===== config.mk =====
export PLATFORM = sky130hd
export DESIGN_NAME = mmio_uart_port
export DESIGN_NICKNAME = d
export VERILOG_FILES = /design/src/rtl/mmio_uart_port.sv
export SDC_FILE = /design/constraint.sdc
export NUM_CORES = 1
export LEC_CHECK = 0
export ABC_AREA = 1
export CAP_MARGIN = 20
export CORE_ASPECT_RATIO = 0.6
export CORE_MARGIN = 2
export CORE_UTILIZATION = 38
export CTS_CLUSTER_DIAMETER = 80
export CTS_CLUSTER_SIZE = 12
export DETAILED_ROUTE_END_ITERATION = 16
export MAX_ROUTING_LAYER = met4
export PLACE_DENSITY_LB_ADDON = 0.2
export SYNTH_ARGS = -nofsm -noshare
export SYNTH_HDL_FRONTEND = slang
export SYNTH_SLANG_ARGS = --single-unit
export TNS_END_PERCENT = 50

===== constraint.sdc =====
create_clock -name clk -period 2.05 [get_ports clk]
set_clock_uncertainty 0.2 [all_clocks]
set_input_delay 0.41 -clock clk [delete_from_list [all_inputs] [get_ports clk]]
set_output_delay 0.41 -clock clk [all_outputs]
set_load 0.005 [all_outputs]

===== src/rtl/mmio_uart_port.sv =====
// Memory-mapped UART transmitter (8N1) with GPIO output register.
// Occupies a 16-byte window on the data-memory bus.
module mmio_uart_port #(
  parameter logic [31:0] BASE_ADDRESS = 32'h1001_0000,
  parameter logic [15:0] CLKS_PER_BIT_DEFAULT = 16'd434
) (
  input  logic        clk,
  input  logic        reset,
  input  logic [31:0] Address,
  input  logic [31:0] WriteData,
  input  logic        MemWrite,
  input  logic        MemRead,
  output logic [31:0] ReadData,
  output logic        Hit,
  output logic        Tx,
  output logic [31:0] PortOut
);

  typedef enum logic [1:0] {
    IDLE,
    START,
    DATA,
    STOP
  } txState_t;

  txState_t    state;
  logic [7:0]  holdReg;
  logic        holdFull;
  logic        overrun;
  logic [15:0] baudDiv;
  logic [15:0] divLat;
  logic [15:0] bitCnt;
  logic [2:0]  bitIdx;
  logic [7:0]  shiftReg;
  logic        txReg;
  logic [31:0] gpioReg;

  logic [1:0]  regSel;
  logic        wrEn;
  logic        wrTx;
  logic        wrStat;
  logic        wrBaud;
  logic        wrGpio;
  logic        bitEnd;
  logic        loadNow;
  logic        busy;
  logic        ovrSet;
  logic        ovrClr;
  logic [31:0] rdData;
  logic [1:0]  unusedAddr;

  assign unusedAddr = Address[1:0];

  assign Hit    = (Address[31:4] == BASE_ADDRESS[31:4]);
  assign regSel = Address[3:2];
  assign wrEn   = MemWrite & Hit;
  assign wrTx   = wrEn & (regSel == 2'd0);
  assign wrStat = wrEn & (regSel == 2'd1);
  assign wrBaud = wrEn & (regSel == 2'd2);
  assign wrGpio = wrEn & (regSel == 2'd3);

  assign busy    = (state != IDLE);
  assign bitEnd  = (bitCnt == 16'd0);
  assign loadNow = holdFull &
                   ((state == IDLE) |
                    ((state == STOP) & bitEnd));

  // A write that coincides with a transfer refills the freed slot.
  assign ovrSet = wrTx & holdFull & ~loadNow;
  assign ovrClr = wrStat & WriteData[2];

  always_ff @(posedge clk or negedge reset) begin
    if (!reset) begin
      holdReg  <= 8'd0;
      holdFull <= 1'b0;
      overrun  <= 1'b0;
      baudDiv  <= CLKS_PER_BIT_DEFAULT;
      gpioReg  <= 32'd0;
    end else begin
      if (loadNow) begin
        holdFull <= wrTx;
        if (wrTx) holdReg <= WriteData[7:0];
      end else if (wrTx && !holdFull) begin
        holdFull <= 1'b1;
        holdReg  <= WriteData[7:0];
      end
      if (ovrSet)      overrun <= 1'b1;
      else if (ovrClr) overrun <= 1'b0;
      if (wrBaud) begin
        if (WriteData[15:0] == 16'd0)
          baudDiv <= 16'd1;
        else
          baudDiv <= WriteData[15:0];
      end
      if (wrGpio) gpioReg <= WriteData;
    end
  end

  always_ff @(posedge clk or negedge reset) begin
    if (!reset) begin
      state    <= IDLE;
      txReg    <= 1'b1;
      shiftReg <= 8'd0;
      divLat   <= 16'd0;
      bitCnt   <= 16'd0;
      bitIdx   <= 3'd0;
    end else if (loadNow) begin
      state    <= START;
      txReg    <= 1'b0;
      shiftReg <= holdReg;
      divLat   <= baudDiv;
      bitCnt   <= baudDiv - 16'd1;
      bitIdx   <= 3'd0;
    end else begin
      unique case (state)
        IDLE: begin
          txReg <= 1'b1;
        end
        START: begin
          if (bitEnd) begin
            state  <= DATA;
            bitIdx <= 3'd0;
            bitCnt <= divLat - 16'd1;
            txReg  <= shiftReg[0];
          end else begin
            bitCnt <= bitCnt - 16'd1;
          end
        end
        DATA: begin
          if (bitEnd) begin
            shiftReg <= {1'b0, shiftReg[7:1]};
            bitCnt   <= divLat - 16'd1;
            if (bitIdx == 3'd7) begin
              state <= STOP;
              txReg <= 1'b1;
            end else begin
              bitIdx <= bitIdx + 3'd1;
              txReg  <= shiftReg[1];
            end
          end else begin
            bitCnt <= bitCnt - 16'd1;
          end
        end
        STOP: begin
          if (bitEnd) state <= IDLE;
          else        bitCnt <= bitCnt - 16'd1;
        end
        default: state <= IDLE;
      endcase
    end
  end

  always_comb begin
    rdData = 32'd0;
    unique case (regSel)
      2'd0: rdData = 32'd0;
      2'd1: rdData = {29'd0, overrun, holdFull, busy};
      2'd2: rdData = {16'd0, baudDiv};
      2'd3: rdData = gpioReg;
      default: rdData = 32'd0;
    endcase
  end

  assign ReadData = (Hit && MemRead) ? rdData : 32'd0;
  assign Tx       = txReg;
  assign PortOut  = gpioReg;

endmodule

==> flow_summary.ini <==
[die]
start_util_pct = 38.4
die_y_um = 103
num_io_pins = 134
num_rows = 36
core_region_area_um2 = 16000
die_w_um = 168
dieArea_um2 = 17300

[logic_synthesis]
yosysMostFrequentCell = nand2_1
synth.area.top_cells = dfrtp_1, nand2_1, nor2_1
yosys.area.top_type_share_pct = 39.8
synth_commonest_cells = nand2_1, nor2_1, dfrtp_1
syn_area_per_cell_um2 = 7.06
syn_nets = 950
synth_area_um2 = 6160
synth-async-reset-ratio_pct = 100
ys_warn_count = 0
synth_area_leader_cell = dfrtp_1
synth-seq-area-share_pct = 42.3
ys_ff_latch = 104
synth-edff-count = 0
yosysUniqueCellTypes = 37
synth_cells = 873
ys.flop_type = dfrtp_1

[global_routing]
use_met3_pct = 4.61
grt_max_degree = 35
overflow = 0
antenna_found_initial = 0
grt_pass1_wl_mm = 33.3
grt_pass1_vias = 6146
use_met2_pct = 34.4
grtUsageMet1_pct = 40.0
busiest_layer = met1
grt_util_all_layers_pct = 25.6

[cells_and_area]
fin_nets = 1178
design_area_um2 = 9300
drive_gt1_share_pct = 23.9
post-route-util_pct = 58.0
antenna_cells = 0
area_growth_pct = 50.9

[detailed_routing]
ant_nets = 0
via_count = 6565
firstDrtPassIters = 5
drt_iter0_markers = 553
drc = 0
viasPerCell = 4.99
wire_per_inst_um = 15.6
wirelength_mm = 20.6

[worst_setup_path]
worstSetupPathType = primary input to output port
cp-start-kind = primary input
arrival_ns = 1.80
slowest_stage = dlygate4sd2_1
rr_startpoint = bitCnt[10]
path_buf_inv = 6
worstPathCellList = dlygate4sd2_1 -> nor2_1 -> nand3b_1 -> nor2_1 -> nand2_1 -> buf_6 -> inv_6 -> nand2_8 -> buf_12 -> buf_12 -> a21oi_2 -> buf_2
critPathMaxFanout = 6
setup.worst_path.end_class = output port
cp_top_family = buffers and inverters
startpoint = Address[31]
cp.required_ns = 1.44
max_stage_delay_ns = 0.23

[sta]
whs_ns = 0.276
slew_headroom_pct = 72.4
finalCriticalPeriod_ns = 2.41
setup_slack_ns = -0.358
worst_pin_slew_ns = 0.414
drv_slew = 0
setup_viol = 32
finalCritPeriodShare_pct = 117
rsz0062_at_grt = yes
finalSetupTns_ns = -8.86
fmax_mhz = 415
hold_viol_final = 0

[power]
leakage_nw = 4.48
seqPwrFrac_pct = 50.0
power_per_cell_area_nw_per_um2 = 441
pwr-share-clk_pct = 43.1
p_int_mw = 3.17
ir_drop_mv = 0.340
comb_power_share_pct = 6.9
p_sw_uw = 926
swShare_pct = 22.6

[clock_tree]
clock_latency_ns = 0.36
cts_buffers = 9
cts_tree = built
numClockSinks = 104
cts_buffer_depth = 2
cts.clk_slew.worst_paths_ns = 0.06
htreeDepth = 3
cts_root_buf = clkbuf_16

[placement]
dp_hpwl_mm = 14.6
port_buffers = 131
gp_congestion = 0.886
placed_area_um2 = 8330
pre_cts_ws_ns = -0.912

[flow_run]
drv_cap = 0

[outcome]
outcome = complete, but fails checks
violations = negative setup slack

[hold_path]
holdCritPathClass = register to register
hold_start = holdReg[7]
-- cell families after synthesis --
family | Yosys count | synth area share [%]
buffers and inverters | 108 | 7.87
AND/OR/NAND/NOR | 521 | 35.4
adder cells (fa/ha/maj) | 9 | 1.83
XOR/XNOR | 26 | 3.69
AO/OA/AOI/OAI | 105 | 8.85
flip-flops | 104 | 42.3
-- timing repair --
action / 4_1_cts / 5_1_grt
endpoints found under the hold margin: 20 / 0
pin swaps: 22 / 12
setup endpoints to repair: 100 / 135
setup buffers: 16 / 4
hold buffers: 1 / 0
gates resized for setup: 285 / 66
cloned: 8 / 3
-- power by group through the flow --
stage | Sequential [mW] | Combinational (mW) | Clock (mW)
after global routing | 2.05 | 0.306 | 1.90
final | 2.05 | 0.282 | 1.77
after CTS | 2.05 | 0.269 | 1.80
after detailed placement | 2.09 | 0.266 | 0
after floorplan | 2.09 | 0.0404 | 0
after global placement | 2.09 | 0.263 | 0
-- registers in the layout, summed over array words and instances (netlist names), 2 cells and up --
signal    cells
PortOut      32
baudDiv      16
bitCnt       16
bitIdx        3
divLat       16
holdReg       8
shiftReg      8
state         2
-- worst paths after layout --
| kind | to | slack, ns | cells past startpoint |
|---|---|---|---|
| setup / recovery | ReadData[8] | -0.36 | 12 |
| hold / removal | holdReg[7] | 0.28 | 2 |
| setup reg to reg | bitCnt[3] | 0.07 | 10 |
| hold reg to reg | holdReg[7] | 0.28 | 2 |
| max in group asynchronous | Tx | 0.71 | 3 |
| min in group asynchronous | PortOut[8] | 0.33 | 2 |
-- metal layers --
metal	share of wire, %	vias up
met4	0.79	0
met1	54	3095
li1	-	3239
met3	6.3	16
met5	0	-
met2	39	215
-- cell type report --
| class | count | area (um2) |
|---|---|---|
| clock buffer | 11 | 243 |
| tap | 209 | 262 |
| fill | 1465 | 6730 |
| inverter | 77 | 313 |
| multi-input combinational | 661 | 3390 |
| timing repair buffer | 248 | 2420 |
| clock inverter | 5 | 56.3 |
| sequential | 104 | 2610 |
-- layout by cell type (no fill, tap or decap), types with 7 or more instances in the layout --
master / instances
clkdlybuf4s50_1: 68
dfrtp_1: 98
xor2_1: 21
nand4_1: 19
buf_6: 26
inv_1: 69
nor2_4: 18
a21oi_1: 10
o21ai_1: 30
nor2_1: 81
buf_2: 39
ha_1: 7
nand3_1: 58
buf_16: 8
nand2_1: 301
nor2_2: 14
o21ai_0: 39
clkdlybuf4s15_1: 7
buf_4: 75
buf_12: 12
a21oi_2: 13
clkbuf_16: 11
-- worst register-to-register path: stages (launching register included) --
cell	delay (ns)
dfrtp_1	0.41
nor2_4	0.13
buf_4	0.16
nand2_1	0.09
nor2_4	0.12
nand4_1	0.14
nand2_1	0.13
inv_1	0.09
buf_4	0.17
a21oi_1	0.15
o21ai_1	0.08
-- per-stage QoR --
stage	power, mW	instances
floorplan	2.13	873
global placement	2.35	1274
detailed placement	2.36	1274
CTS	4.12	1312
global route	4.25	1315
finish	4.10	1315
Note: power is estimated with default switching activity, not from simulation.
